===== src/rtl/aes_pkg.sv =====
`default_nettype none
// ============================================================================
// Module      : aes_pkg
// Description : Shared AES constants and the ShiftRows row-offset helper.
// Revision    : 1.0 - initial release
// ============================================================================
package aes_pkg;

    localparam int TEXT_WIDTH     = 128;
    localparam int COL_WIDTH      = 32;
    localparam int NB_LEGAL_COUNT = 3;
    localparam int NB_LEGAL [NB_LEGAL_COUNT] = '{4, 6, 8};

    function automatic bit nb_is_legal(input int nb);
        bit w_ok;
        w_ok = 1'b0;
        for (int i = 0; i < NB_LEGAL_COUNT; i++) begin
            if (NB_LEGAL[i] == nb) begin
                w_ok = 1'b1;
            end
        end
        return w_ok;
    endfunction

    // Rijndael row offsets: rows 2 and 3 move one further for 256-bit blocks.
    function automatic int shift_offset(input int nb, input int r);
        if (nb == 8 && r >= 2) begin
            return r + 1;
        end
        return r;
    endfunction

endpackage
`default_nettype wire


===== src/rtl/aes_pipe_stage.sv =====
`default_nettype none
// ============================================================================
// Module      : aes_pipe_stage
// Description : One valid/data register slice with elastic advance logic.
// Revision    : 1.0 - initial release
// ============================================================================
module aes_pipe_stage #(
    parameter int W = 128
) (
    input  logic         clk,
    input  logic         rst_n,
    input  logic         i_valid,
    input  logic [W-1:0] i_data,
    input  logic         i_next_ready,
    output logic         o_ready,
    output logic         o_valid,
    output logic [W-1:0] o_data
);

    logic         r_valid;
    logic [W-1:0] r_data;
    logic         w_advance;

    // An empty slot always accepts, which is what lets bubbles collapse.
    assign w_advance = !r_valid || i_next_ready;

    always_ff @(posedge clk or negedge rst_n) begin
        if (!rst_n) begin
            r_valid <= 1'b0;
            r_data  <= '0;
        end else if (w_advance) begin
            r_valid <= i_valid;
            if (i_valid) begin
                r_data <= i_data;
            end
        end
    end

    assign o_ready = w_advance;
    assign o_valid = r_valid;
    assign o_data  = r_data;

endmodule
`default_nettype wire


===== src/rtl/aes_shiftrows_pipe.sv =====
`default_nettype none
// ============================================================================
// Module      : aes_shiftrows_pipe
// Description : Pipelined (Inv)ShiftRows with valid/ready flow control.
//               Inverse mode is built only when AES_SHIFTROWS_INV_EN is defined.
// Revision    : 1.0 - initial release
// ============================================================================
module aes_shiftrows_pipe
    import aes_pkg::*;
#(
    parameter int NB     = 4,
    parameter int STAGES = 1
) (
    input  logic                          clk,
    input  logic                          rst_n,
    input  logic                          in_valid_i,
    output logic                          in_ready_o,
    input  logic                          inv_i,
    input  logic [COL_WIDTH*NB-1:0]       state_i,
    output logic                          out_valid_o,
    input  logic                          out_ready_i,
    output logic [COL_WIDTH*NB-1:0]       state_o,
    output logic [$clog2(STAGES+1)-1:0]   occupancy_o
);

    localparam int W     = COL_WIDTH * NB;
    localparam int OCC_W = $clog2(STAGES + 1);

    logic [W-1:0] w_fwd;
    logic [W-1:0] w_perm;

    // Byte r+4c sits at the top of the vector, so byte k is bits [W-1-8k -: 8].
    for (genvar r = 0; r < 4; r++) begin : g_row
        for (genvar c = 0; c < NB; c++) begin : g_col
            localparam int S   = shift_offset(NB, r);
            localparam int SRC = (c + S) % NB;
            assign w_fwd[W-1-8*(r+4*c) -: 8] = state_i[W-1-8*(r+4*SRC) -: 8];
        end
    end

`ifdef AES_SHIFTROWS_INV_EN
    logic [W-1:0] w_inv;

    for (genvar r = 0; r < 4; r++) begin : g_irow
        for (genvar c = 0; c < NB; c++) begin : g_icol
            localparam int S   = shift_offset(NB, r);
            localparam int SRC = (c - S + NB) % NB;
            assign w_inv[W-1-8*(r+4*c) -: 8] = state_i[W-1-8*(r+4*SRC) -: 8];
        end
    end

    assign w_perm = inv_i ? w_inv : w_fwd;
`else
    logic w_unused_inv;
    assign w_unused_inv = inv_i;
    assign w_perm       = w_fwd;
`endif

    logic         w_vld  [STAGES+1];
    logic [W-1:0] w_data [STAGES+1];

    assign w_vld[0]  = in_valid_i;
    assign w_data[0] = w_perm;

    for (genvar k = 0; k < STAGES; k++) begin : g_stage
        logic w_stage_ready;
        logic w_next_ready;

        if (k == STAGES - 1) begin : g_last
            assign w_next_ready = out_ready_i;
        end else begin : g_mid
            assign w_next_ready = g_stage[k+1].w_stage_ready;
        end

        aes_pipe_stage #(
            .W (W)
        ) u_stage (
            .clk          (clk),
            .rst_n        (rst_n),
            .i_valid      (w_vld[k]),
            .i_data       (w_data[k]),
            .i_next_ready (w_next_ready),
            .o_ready      (w_stage_ready),
            .o_valid      (w_vld[k+1]),
            .o_data       (w_data[k+1])
        );
    end

    assign in_ready_o  = g_stage[0].w_stage_ready;
    assign out_valid_o = w_vld[STAGES];
    assign state_o     = w_data[STAGES];

    logic             w_accept;
    logic             w_drain;
    logic [OCC_W-1:0] r_occupancy;

    assign w_accept = in_valid_i && in_ready_o;
    assign w_drain  = out_valid_o && out_ready_i;

    always_ff @(posedge clk or negedge rst_n) begin
        if (!rst_n) begin
            r_occupancy <= '0;
        end else begin
            case ({w_accept, w_drain})
                2'b10:   r_occupancy <= r_occupancy + OCC_W'(1);
                2'b01:   r_occupancy <= r_occupancy - OCC_W'(1);
                default: r_occupancy <= r_occupancy;
            endcase
        end
    end

    assign occupancy_o = r_occupancy;

endmodule
`default_nettype wire


===== config.mk =====
export PLATFORM = sky130hd
export DESIGN_NAME = aes_shiftrows_pipe
export DESIGN_NICKNAME = d
export VERILOG_FILES = /design/src/rtl/aes_pkg.sv /design/src/rtl/aes_pipe_stage.sv /design/src/rtl/aes_shiftrows_pipe.sv
export SDC_FILE = /design/constraint.sdc
export NUM_CORES = 1
export LEC_CHECK = 0
export BUFFER_PORTS_ARGS = -buffer_cell sky130_fd_sc_hd__buf_2
export CAP_MARGIN = 20
export CORE_MARGIN = 2
export CORE_UTILIZATION = 46
export CTS_BUF_LIST = sky130_fd_sc_hd__clkbuf_4 sky130_fd_sc_hd__clkbuf_8 sky130_fd_sc_hd__clkbuf_16
export CTS_CLUSTER_SIZE = 10
export DETAILED_ROUTE_END_ITERATION = 10
export GPL_TIMING_DRIVEN = 0
export PLACE_DENSITY_LB_ADDON = 0.25
export SKIP_CTS_REPAIR_TIMING = 1
export SLEW_MARGIN = 20
export SYNTH_ARGS = -nofsm -noshare
export SYNTH_HDL_FRONTEND = slang
export SYNTH_HIERARCHICAL = 1
export SYNTH_SLANG_ARGS = --single-unit
export TNS_END_PERCENT = 1

===== constraint.sdc =====
create_clock -name clk -period 2 [get_ports clk]
set_clock_uncertainty 0.2 [all_clocks]
set_input_delay 0.1 -clock clk [delete_from_list [all_inputs] [get_ports clk]]
set_output_delay 0.1 -clock clk [all_outputs]
set_load 0.01 [all_outputs]

==> results.md <==
- Pin count of the biggest net entering global routing: 71
- Sw Share: 0.248
- R2r worst-path depth: 5
- Portion of total power attributed to combinational logic: 0.229
- Synthesis warning total: 6
- Initial Util: 0.473
- Hold Path Class: in2async
- Status: complete, no violations
- Fraction of final layout cells sized beyond drive strength 1: 0.622
- Actual transition at the worst max-transition pin: 581 ps
- Cell-internal power: 6180 uW
- Maximum fanout encountered on the critical timing path: 10
- RSZ-0062 raised after global routing: false
- I/O Pins: 264
- Worst slew slack as a fraction of its limit: 0.613
- Count of antenna diodes in the layout: 0
- Launch instance of the worst register-to-register path: g_stage[0].u_stage/o_valid
- Final core utilization: 0.774
- Worst ir drop on vdd: 0.893 mV
- Clk pwr share: 0.375
- Aggregate global routing overflow: 0
- Launch point of the critical path: out_ready_i
- Dominant cells by area after synthesis: sky130_fd_sc_hd__dfrtp_1, sky130_fd_sc_hd__mux2_4, sky130_fd_sc_hd__mux2_2, sky130_fd_sc_hd__buf_12, sky130_fd_sc_hd__buf_6
- Pwr Total: 8220 uW
- Number of standard cells after synthesis: between 200 and 300
- DRC violation count after routing: 0
- Via count of the routed design: 4000
- Fin nets: 825
- Data arrival time of the worst path: 1680 ps
- Setup crit start kind: input pin
- Initial antenna violation count: 0
- R2r endpoint: g_stage[0].u_stage/o_data[117]
- Top-area cell type share of the netlist area: 0.603
- Routability congestion estimate from global placement: 0.777
- Port buffer count: 262
- Synth unique cells: 10
- Detailed-routing iteration count for the pre-antenna-repair pass: 6
- Syn Area/Cell: 19.4 um^2
- Share of power burned in registers: 0.397
- Remaining number of nets flagged by the antenna check after routing: 0
- Highest attainable clock frequency: 629 MHz
- Area added between synthesis and finish: 63.7%
- Nets in the synthesized netlist: 411
- Final period util: 0.796
- Final total negative setup slack: 0 ps
- Total die area: 12600 um^2
- Average routed wire per standard cell: 17.6 um
- Horizontal extent of the die: 112 um
- Sum of routed wire length over all layers: 14.9 mm
- Area after detailed placement: 6920 um^2
- Clock tree sinks: 130
- Clock tree from TritonCTS: done
- Critical path class: in2reg
- Area of the core: 11400 um^2
- First-pass GRT wire length: around 19 mm
- Sequential share of the synthesized area: 0.603
- Synth area leader: sky130_fd_sc_hd__dfrtp_1
- Clock insertion delay at the later pin of the skew report: 410 ps
- Vias in the first global route: 3686
- Hold violation total from the final report: 0
- Static leakage: 0.00458 uW
- Std-Cell Rows: 39
- Avg Vias per Cell: ~4.7
- Total global-route track usage: 0.193
- Crit end category: flop
- Shortest period the worst path allows: 1590 ps
- Total of max-cap violations: 0
- Final setup fails: 0
- DP HPWL: 8.54 mm
- Vert. Die Dim: 112 um
- Post-synthesis register bit count: 130
- Clock transition at the register clock pins on the worst setup and hold paths after CTS: about 50 ps
- Power spent charging and discharging nets: between 2000 and 2500 uW
- Drt first-iter violations: 201
- Required time worst endpoint: 2090 ps
- Final count of pins violating max slew: 0
- Setup slack on the worst flop-to-flop path: 420 ps
- Number of filler cells placed in the layout: 640
- Minimum hold slack: 27.9 ps
- Maximum level of the CTS H-tree: 4
- Mapped cell area: 5400 um^2
- Clock buffer depth: 2
- CTS Buf Count: 17
- Post-route cell area: between 8000 and 9000 um^2
- Clock Tree Root: sky130_fd_sc_hd__clkbuf_16
- Power per cell area: 930 nW/um^2
==> registers in the layout (all words and copies together), names as in the netlist <==
signal and flops:
g_stage.u_stage/o_valid 1, occupancy_o 1, g_stage.u_stage/o_data 128
==> how the worst max path moves through the flow <==
stage	to	slack [ps]
floorplan	g_stage[0].u_stage/o_data[100]	450
global placement	g_stage[0].u_stage/o_data[125]	-990
detailed placement	g_stage[0].u_stage/o_data[105]	440
CTS	g_stage[0].u_stage/o_data[123]	420
global route	g_stage[0].u_stage/o_data[117]	330
finish	g_stage[0].u_stage/o_data[117]	410
==> per-stage QoR <==
stage | instances | setup slack, ps
after global placement | 683 | -987
after CTS | 715 | 423
after floorplan | 278 | 452
after global routing | 847 | 333
final | 847 | 409
after detailed placement | 684 | 437
==> synthesized netlist by cell type <==
cell	count
sky130_fd_sc_hd__dfrtp_1	130
sky130_fd_sc_hd__mux2_4	103
sky130_fd_sc_hd__mux2_2	25
sky130_fd_sc_hd__buf_12	11
sky130_fd_sc_hd__buf_6	3
sky130_fd_sc_hd__nand2_1	2
sky130_fd_sc_hd__nand2_4	1
sky130_fd_sc_hd__nand2b_1	1
sky130_fd_sc_hd__nand2b_4	1
sky130_fd_sc_hd__xor3_1	1
==> routing by layer <==
| layer | part of all wire | GRT usage | vias to the layer above |
|---|---|---|---|
| li1 | - | - | 1804 |
| met1 | 0.37 | 0.216 | 2001 |
| met2 | 0.55 | 0.324 | 162 |
| met3 | 0.058 | 0.0788 | 33 |
| met4 | 0.028 | 0.0886 | 0 |
| met5 | 0 | 0 | - |
==> area by class of cell <==
cell class	instances	area (um^2)	share of cell area
Sequential cell	130	3250	0.368
Timing Repair Buffer	395	2670	0.302
Multi-Input combinational cell	134	1890	0.214
Clock buffer	26	518	0.0586
Buffer	14	254	0.0287
Tap cell	143	179	0.0202
Clock inverter	5	75.1	0.00850
==> power groups by stage <==
| stage | Clock (uW) | Sequential (uW) | Combinational (uW) |
|---|---|---|---|
| finish | 3080 | 3260 | 1880 |
| global placement | 0 | 3260 | 1620 |
| floorplan | 0 | 3460 | 749 |
| CTS | 3140 | 3240 | 1660 |
| global route | 3290 | 3310 | 1990 |
| detailed placement | 0 | 3270 | 1650 |
==> critical path: stages <==
cell and delay [ps]:
sky130_fd_sc_hd__dlygate4sd3_1 530, sky130_fd_sc_hd__buf_2 120, sky130_fd_sc_hd__nand2b_4 150, sky130_fd_sc_hd__nand2_4 90, sky130_fd_sc_hd__buf_6 150, sky130_fd_sc_hd__buf_6 170, sky130_fd_sc_hd__mux2_2 360
==> cells in the final DEF (no fill, tap or decap), drive strengths merged <==
cell type,n
buf,277
bufinv,2
clkbuf,26
clkinv,3
dfrtp,130
dlygate4sd3,132
mux2,128
nand2,3
nand2b,2
xor3,1
==> logic make-up (layout without fill, tap and decap cells) <==
logic type | after synthesis | after routing | share of synthesized area
xor+xnor | 1 | 1 | 0.00440
flops | 130 | 130 | 0.603
mux | 128 | 128 | 0.339
buf+inv | 14 | 440 | 0.0471
simple gates | 5 | 5 | 0.00719
Note: power is estimated with default switching activity, not from simulation.
